`src/rtl/scalar_pkg.sv`:
```
// ============================================================================
// scalar_pkg : shared widths and types for the scalar write-back path
// Revision   : 1.0
// ============================================================================
`default_nettype none

package scalar_pkg;
  localparam int DATA_W = 16;
  localparam int ADDR_W = 5;
  localparam int NREG   = 2 ** ADDR_W;

  typedef struct packed {
    logic [ADDR_W-1:0] rd;
    logic [DATA_W-1:0] wd;
  } wb_req_t;

  typedef enum logic {
    SRC_ALU = 1'b0,
    SRC_MEM = 1'b1
  } src_e;
endpackage

`default_nettype wire

```
`src/rtl/rr_arb2.sv`:
```
// ============================================================================
// rr_arb2  : two-requester round-robin arbiter, pointer flips on contention
// Revision : 1.0
// ============================================================================
`default_nettype none

module rr_arb2
  import scalar_pkg::*;
(
  input  logic       clk,
  input  logic       rst,
  input  logic [1:0] req_i,
  output logic [1:0] gnt_o
);

  src_e pri_q;
  src_e pri_d;

  always_comb begin
    gnt_o[0] = req_i[0] & (~req_i[1] | (pri_q == SRC_ALU));
    gnt_o[1] = req_i[1] & (~req_i[0] | (pri_q == SRC_MEM));
    pri_d    = pri_q;
    // Uncontested grants leave the pointer alone.
    if (req_i[0] && req_i[1]) begin
      pri_d = (pri_q == SRC_ALU) ? SRC_MEM : SRC_ALU;
    end
  end

  always_ff @(posedge clk or negedge rst) begin
    if (!rst) begin
      pri_q <= SRC_ALU;
    end else begin
      pri_q <= pri_d;
    end
  end

endmodule

`default_nettype wire

```
`src/rtl/scalar_wb_ctrl.sv`:
```
// ============================================================================
// scalar_wb_ctrl : ALU/load write-back arbiter, registered RF write port and
//                  pending-write scoreboard with three hazard query ports
// Revision       : 1.0
// ============================================================================
`default_nettype none

module scalar_wb_ctrl
  import scalar_pkg::*;
(
  input  logic              clk,
  input  logic              rst,
  input  logic              ALU_VALID,
  input  logic [ADDR_W-1:0] ALU_RD,
  input  logic [DATA_W-1:0] ALU_WD,
  output logic              ALU_READY,
  input  logic              MEM_VALID,
  input  logic [ADDR_W-1:0] MEM_RD,
  input  logic [DATA_W-1:0] MEM_WD,
  output logic              MEM_READY,
  input  logic              ISSUE_VALID,
  input  logic [ADDR_W-1:0] ISSUE_RD,
  output logic              ISSUE_READY,
  input  logic [ADDR_W-1:0] RS1,
  input  logic [ADDR_W-1:0] RS2,
  input  logic [ADDR_W-1:0] RS3,
  output logic              HAZ1,
  output logic              HAZ2,
  output logic              HAZ3,
  output logic [ADDR_W-1:0] RD,
  output logic [DATA_W-1:0] WD,
  output logic              WES
);

  logic [1:0]      gnt;
  wb_req_t         out_q;
  wb_req_t         out_d;
  logic            wes_q;
  logic [NREG-1:0] pend_q;
  logic [NREG-1:0] pend_d;
  logic            issue_ok;

  rr_arb2 u_arb (
    .clk   (clk),
    .rst   (rst),
    .req_i ({MEM_VALID, ALU_VALID}),
    .gnt_o (gnt)
  );

  assign ALU_READY   = gnt[0];
  assign MEM_READY   = gnt[1];
  assign issue_ok    = ISSUE_VALID & ~pend_q[ISSUE_RD];
  assign ISSUE_READY = issue_ok;

  always_comb begin
    out_d = out_q;
    if (gnt[1]) begin
      out_d = '{rd: MEM_RD, wd: MEM_WD};
    end else if (gnt[0]) begin
      out_d = '{rd: ALU_RD, wd: ALU_WD};
    end
  end

  // Set is applied after clear so a same-edge allocation survives the commit.
  always_comb begin
    pend_d = pend_q;
    if (wes_q) begin
      pend_d[out_q.rd] = 1'b0;
    end
    if (issue_ok) begin
      pend_d[ISSUE_RD] = 1'b1;
    end
  end

  always_ff @(posedge clk or negedge rst) begin
    if (!rst) begin
      wes_q  <= 1'b0;
      out_q  <= '0;
      pend_q <= '0;
    end else begin
      wes_q  <= |gnt;
      out_q  <= out_d;
      pend_q <= pend_d;
    end
  end

  assign RD   = out_q.rd;
  assign WD   = out_q.wd;
  assign WES  = wes_q;
  assign HAZ1 = pend_q[RS1];
  assign HAZ2 = pend_q[RS2];
  assign HAZ3 = pend_q[RS3];

endmodule

`default_nettype wire

```
`config.mk`:
```
export PLATFORM = sky130hd
export DESIGN_NAME = scalar_wb_ctrl
export DESIGN_NICKNAME = d
export VERILOG_FILES = /design/src/rtl/scalar_pkg.sv /design/src/rtl/rr_arb2.sv /design/src/rtl/scalar_wb_ctrl.sv
export SDC_FILE = /design/constraint.sdc
export NUM_CORES = 1
export LEC_CHECK = 0
export CAP_MARGIN = 10
export CELL_PAD_IN_SITES_DETAIL_PLACEMENT = 0
export CELL_PAD_IN_SITES_GLOBAL_PLACEMENT = 1
export CORE_MARGIN = 2
export CORE_UTILIZATION = 38
export DETAILED_ROUTE_END_ITERATION = 16
export PLACE_DENSITY_LB_ADDON = 0.1
export SETUP_SLACK_MARGIN = 0.02
export SKIP_LAST_GASP = 1
export SYNTH_ARGS = -nofsm -noshare
export SYNTH_HDL_FRONTEND = slang
export SYNTH_SLANG_ARGS = --single-unit
```
`constraint.sdc`:
```
create_clock -name clk -period 4.3 [get_ports clk]
set_input_delay 1.29 -clock clk [delete_from_list [all_inputs] [get_ports clk]]
set_output_delay 1.29 -clock clk [all_outputs]
set_load 0.02 [all_outputs]
```
### Word-level counts from Yosys, hierarchy flattened

Cells that the tools add are included.
Widths: inputs -> output; s select.

* bits of input ports: 67
* output and inout bits: 28
* flip-flop bits (word level): 55

* $lt $le $gt $ge: 7
* multiplexer cells: 17
* bitwise operators: 12
* reduce and logical (&&, ||, !) cells: 5

Operator list (count)
* $mux 32: 2
* $mux 21: 2
* $and 32x32->32: 1
* $not 32->32: 1
* $or 32x32->32: 1
* $lt 5x6->1 const B: 5
* $bmux 1 s5: 4
* $demux 1 s5: 2
* $ge 5x1->1 const B: 2
* $mux 1: 7
* $not 1->1: 4
* $and 1x1->1: 3
* $logic_and 1x1->1: 3
* $or 1x1->1: 2
* $reduce_bool 2->1: 1
* $reduce_or 2->1: 1

### Logic depth before layout (Yosys ltp)

Gate-level depths: netlist (run 1).

* depth in word-level cells: 9
* gate-level depth with buffers: 6

### Hierarchy

From an unflattened synthesis (run 1), not the netlist that was laid out.

* cell total of the unflattened synthesis: 317
* area total of the unflattened synthesis: 3540.9 um2

Modules (own cells, without submodules)
* scalar_wb_ctrl: instances 1, seq. area each 1351.3 um2, area each 3484.6 um2, cells an instance 311
* rr_arb2: instances 1, seq. area each 25.0 um2, area each 56.3 um2, cells an instance 6

### Worst setup path after synthesis (run 1)

No wires, ideal clock.

* path kind: input to output
* start: in ISSUE_RD[1]
* end: out ISSUE_READY
* data arrival time: 2.952 ns
* setup slack: 0.058 ns
* stages on the path: 5
* required time: 3.010 ns
* cells stage by stage: clkbuf_1 mux2_1 a22oi_1 o22ai_1 nor4_1

* cells in the longest elaborated chain, start to end: 4

RTL lines
* from (decl): line scalar_wb_ctrl.sv:22 `input logic [ADDR_W-1:0] ISSUE_RD,`
* $bmux 1 s5: line scalar_wb_ctrl.sv:52 `assign issue_ok = ISSUE_VALID & ~pend_q[ISSUE_RD];`
* $mux 1 (not written as such): line scalar_wb_ctrl.sv:52
* $not 1->1: line scalar_wb_ctrl.sv:52
* $and 1x1->1: line scalar_wb_ctrl.sv:52
* to (decl): line scalar_wb_ctrl.sv:23 `output logic ISSUE_READY,`

Every way passes these cells. The select of a mux whose other input is x is not followed.

### Worst setup path in the final report (run 1)

* start: in RS2[0]
* end: out HAZ2

* cells in the longest elaborated chain, start to end: 2

RTL lines
* from (decl): line scalar_wb_ctrl.sv:25 `input logic [ADDR_W-1:0] RS2,`
* $bmux 1 s5: line scalar_wb_ctrl.sv:91 `assign HAZ2 = pend_q[RS2];`
* $mux 1 (not written as such): line scalar_wb_ctrl.sv:91
* to (decl): line scalar_wb_ctrl.sv:28 `output logic HAZ2,`

Every way passes these cells. The select of a mux whose other input is x is not followed.

==> impl_table.tex, run 1 <==
\begin{tabular}{lr}
\hline
Metric & Value \\
\hline
\multicolumn{2}{l}{\textbf{Drt}} \\
\quad Overall via count from detail\_route & 3,474 \\
\quad Total DRC errors in the routed layout & 0 \\
\quad Average wire per cell in the routed design & 18.5 um \\
\quad Violation count after the first detailed-routing iteration & 200 \\
\quad Remaining antenna violation count after routing & 0 \\
\quad Final Routed Wirelength & 11,200 um \\
\quad Vias per Instance & 5.71 \\
\quad Number of iterations in the first detailed-routing pass & 4 \\
\multicolumn{2}{l}{\textbf{Pwr}} \\
\quad PD cells & 479 nW/um2 \\
\quad Fraction of power consumed by combinational cells & 45.1\% \\
\quad Total leakage power & 2.06 nW \\
\quad Clock power share & 14.4\% \\
\quad Maximum vdd drop & 0.207 mV \\
\quad Net Sw Power & 946 uW \\
\quad Power Total & 2.48 mW \\
\quad Internal power & 1.54 mW \\
\quad Switching share of total power & 38.1\% \\
\quad Sequential share of power & 40.5\% \\
\multicolumn{2}{l}{\textbf{Worst setup path}} \\
\quad Critical Path, Cell by Cell & dlygate4sd2\_1 -> buf\_12 -> mux4\_2 -> nor2b\_1 -> a2111oi\_2 -> nor4\_1 -> buf\_2 \\
\quad Setup slack of the worst register-to-register path & 2.36 ns \\
\quad Crit Reg-Reg Startpoint & pend\_q[21]\$\_DFF\_PN0\_ \\
\quad Type of origin of the critical path & primary input \\
\quad Reg-to-reg critical path endpoint & pend\_q[20]\$\_DFF\_PN0\_ \\
\quad Worst r2r path cells & 5 \\
\quad Delay of the slowest cell on the worst path & 0.48 ns \\
\quad Startpoint of the most critical setup path & RS2[0] \\
\quad Data required, critical path & 3.01 ns \\
\quad Data arrival at the endpoint of the critical path & 2.90 ns \\
\quad Slowest library cell on the worst path & mux4\_2 \\
\quad Largest driver fanout on the critical path & 8 \\
\quad Nature of the critical path endpoint & output port \\
\quad Critical path start-end classification & primary input to output port \\
\multicolumn{2}{l}{\textbf{Timing}} \\
\quad Period Utilization, post-route & 97.4\% \\
\quad Slew headroom & 37.2\% \\
\quad Worst clock skew & 0.0105 ns \\
\quad RSZ-0062 raised after global routing & false \\
\quad Total of endpoints with negative setup slack in the final report & 0 \\
\quad Worst slew pin tran & 0.943 ns \\
\quad Fmax & 239 MHz \\
\quad Final slew viol count & 0 \\
\quad Post-layout min period & 4.19 ns \\
\quad Final hold vios & 0 \\
\quad Setup total negative slack & 0 ns \\
\multicolumn{2}{l}{\textbf{Yosys}} \\
\quad Post-synthesis net count & 436 \\
\quad Instance count of the mapped netlist & 369 \\
\quad Yosys warns & 0 \\
\quad Post-Synthesis Mean Instance Area & 10.1 um2 \\
\quad Portion of the post-synthesis area used by sequential elements & 37.1\% \\
\quad Synthesized cell area & 3710 um2 \\
\quad Number of register bits inferred by synthesis & 55 \\
\quad Count of unique library cells instantiated by Yosys & 44 \\
\multicolumn{2}{l}{\textbf{Placement}} \\
\quad IO Port Bufs & 94 \\
\quad HPWL after DPL & 8340 um \\
\quad Routability cong. & 0.951 \\
\multicolumn{2}{l}{\textbf{Clock tree}} \\
\quad Number of levels the H-tree was split into & 2 \\
\quad Clock-pin slew on the worst setup and hold paths & 0.09 ns \\
\quad Number of hold buffers added after cts & 0 \\
\quad Clock Path Buffers & 2 \\
\quad Root cell of the clock tree & clkbuf\_8 \\
\quad Cts bufs inserted & 5 \\
\quad TritonCTS clock tree & built \\
\quad CTS sink count & 55 \\
\quad Clock insertion delay at the later pin of the skew report & 0.31 ns \\
\multicolumn{2}{l}{\textbf{Worst hold path}} \\
\quad Worst Hold Path EP & pend\_q[24]\$\_DFF\_PN0\_ \\
\quad HP Class & flip-flop to flip-flop \\
\quad Worst hold path cell count & 2 \\
\quad Hold path start & pend\_q[24]\$\_DFF\_PN0\_ \\
\multicolumn{2}{l}{\textbf{Floorplan}} \\
\quad Initial core utilization & 38.5\% \\
\quad \# rows & 36 \\
\quad Ports & 95 \\
\quad Y dimension of the die & 103 um \\
\quad Die outline area & 10,600 um2 \\
\quad Total core area & 9640 um2 \\
\quad Die extent in x & 103 um \\
\multicolumn{2}{l}{\textbf{Global routing}} \\
\quad Number of antenna violations at the first check in global routing & 0 \\
\quad Total routing usage reported by global routing & 22.0\% \\
\quad Congestion Overflow GR & 0 \\
\quad Pin count of the biggest net entering global routing & 44 \\
\quad Global-route wire length before repair & 17,800 um \\
\quad Via count of the first global-routing pass & 3,418 \\
\multicolumn{2}{l}{\textbf{Final layout}} \\
\quad Syn-to-layout area delta & 39.7\% \\
\quad NumNets Final & 541 \\
\quad Share of layout cells above drive strength 1 & 22.5\% \\
\quad \# diodes & 0 \\
\multicolumn{2}{l}{\textbf{Outcome}} \\
\quad Outcome & completed \\
\multicolumn{2}{l}{\textbf{Run}} \\
\quad Max-cap violations & 0 \\
\hline
\end{tabular}
how the worst max path moves through the flow:
stage                       end  slack (ns)  cells after the start
global placement    ISSUE_READY       -0.77                      7
CTS                 ISSUE_READY       -0.15                      7
detailed placement  ISSUE_READY       -0.80                      7
floorplan           ISSUE_READY        0.06                      5
global route               HAZ1        0.03                      7
finish                     HAZ2        0.11                      7
flip-flops by register name, indices dropped and copies added (netlist names):
signal,flops
RD,5
u_arb.pri_q,1
WES,1
WD,16
pend_q,32
power groups by stage:
stage / Sequential (mW) / Clock [mW] / Combinational (mW)
final: 1.01 / 0.357 / 1.12
after global routing: 1.04 / 0.386 / 1.22
after CTS: 0.997 / 0.363 / 1.10
after detailed placement: 1.01 / 0 / 1.09
after global placement: 1.00 / 0 / 1.08
after floorplan: 0.926 / 0 / 0.702
worst max-delay path: cells and delay by family:
| family | cells | cell delay [ns] |
|---|---|---|
| buffers and inverters | 3 | 0.55 |
| multiplexers | 1 | 0.48 |
| AO/OA/AOI/OAI | 1 | 0.34 |
| AND/OR/NAND/NOR | 2 | 0.23 |
stage by stage:
step	hold slack (ns)	util, %	instance area [um2]	worst slack [ns]	instances
final	0.601	53.8	5180	0.111	608
after detailed placement	0.573	51.5	4960	-0.799	595
after floorplan	0.512	-	3710	0.0584	369
after CTS	0.595	52.9	5100	-0.148	604
after global placement	0.563	51.5	4960	-0.770	595
after global routing	0.626	53.8	5180	0.0257	608
cells in the mapped netlist:
cell	number	share of area [%]
or3_1	2	0.34
o21ai_1	21	2.8
nand3_1	3	0.40
o31ai_2	2	0.67
o22ai_1	22	3.7
nor2b_1	4	0.67
nand3_2	1	0.27
o21ai_0	31	4.2
nor2_1	24	2.4
inv_1	24	2.4
nor4_1	4	0.67
nand3b_1	6	1.2
buf_1	3	0.30
or3b_1	2	0.47
a21oi_1	21	2.8
nor3b_1	6	1.2
buf_6	2	0.61
dfrtp_1	55	37
and3b_1	2	0.47
mux2i_1	3	0.81
o31ai_1	10	2.0
or3b_2	1	0.24
a2111oi_0	3	0.71
mux2_2	7	2.1
a21boi_0	1	0.20
or4b_4	2	0.74
a31oi_1	21	3.5
or4_4	1	0.30
nand2b_1	4	0.67
a31oi_2	1	0.34
mux2_1	3	0.91
buf_2	4	0.54
clkbuf_1	20	2.0
and2b_2	1	0.24
mux4_2	28	17
a22oi_1	2	0.40
xnor2_1	1	0.24
nand2_1	11	1.1
and3_1	3	0.51
nand4b_1	1	0.24
or2_2	2	0.34
mux4_1	2	1.4
a32o_1	1	0.27
buf_4	1	0.20
per-layer routing:
| layer | global-route usage (%) | part of all wire, % | vias to the layer above |
|---|---|---|---|
| met4 | 6.58 | 1.6 | 0 |
| met1 | 28.3 | 41 | 1679 |
| met5 | 0 | 0 | - |
| met3 | 5.15 | 8.7 | 15 |
| li1 | - | - | 1625 |
| met2 | 37.1 | 49 | 155 |
cells in the final DEF, fill, tap and decap left out, drive strengths merged, types with 11 or more instances in the layout:
cell,netlist,layout
o21ai,52,52
o22ai,22,22
nand2,11,11
dfrtp,55,55
a21oi,21,21
a31oi,22,22
mux4,30,30
inv,24,24
buf,10,40
nor2,24,24
o31ai,12,12
clkdlybuf4s50,0,80
what timing repair did:
action                                  4_1_cts  5_1_grt
endpoints found under the setup margin        4        4
buffers inserted                              1        4
gates resized for setup                      34       16
endpoints found under the hold margin         0        0
pin swaps                                     0        5
area by class of cell:
type                    count  area [um2]
inverters                  24        90.1
well taps                 133         166
clock inverters             2        35.0
flip-flops and latches     55        1380
multi-input cells         260        2180
repair buffers            128        1260
clock buffers               6        82.6
fillers                   922        4460
kinds of logic after synthesis:
family                    share of synthesized area (%)
AOI/OAI and AO/OA                                  21.7
xor gates and xnor gates                          0.236
buffers and inverters                              6.11
DFF                                                37.1
muxes                                              22.3
and+or+nand+nor                                    12.6
(Power assumes the default switching activity.)
==> inputs of run 2 (changes only) <==
--- a/config.mk
+++ b/config.mk
@@ -5,7 +5,7 @@
 export SDC_FILE = /design/constraint.sdc
 export NUM_CORES = 1
 export LEC_CHECK = 0
-export CAP_MARGIN = 10
+export CAP_MARGIN = 15
 export CELL_PAD_IN_SITES_DETAIL_PLACEMENT = 0
 export CELL_PAD_IN_SITES_GLOBAL_PLACEMENT = 1
 export CORE_MARGIN = 2
==> results of run 2 <==
Same layout as run 1: the final DEF is identical, and so are final timing and power.
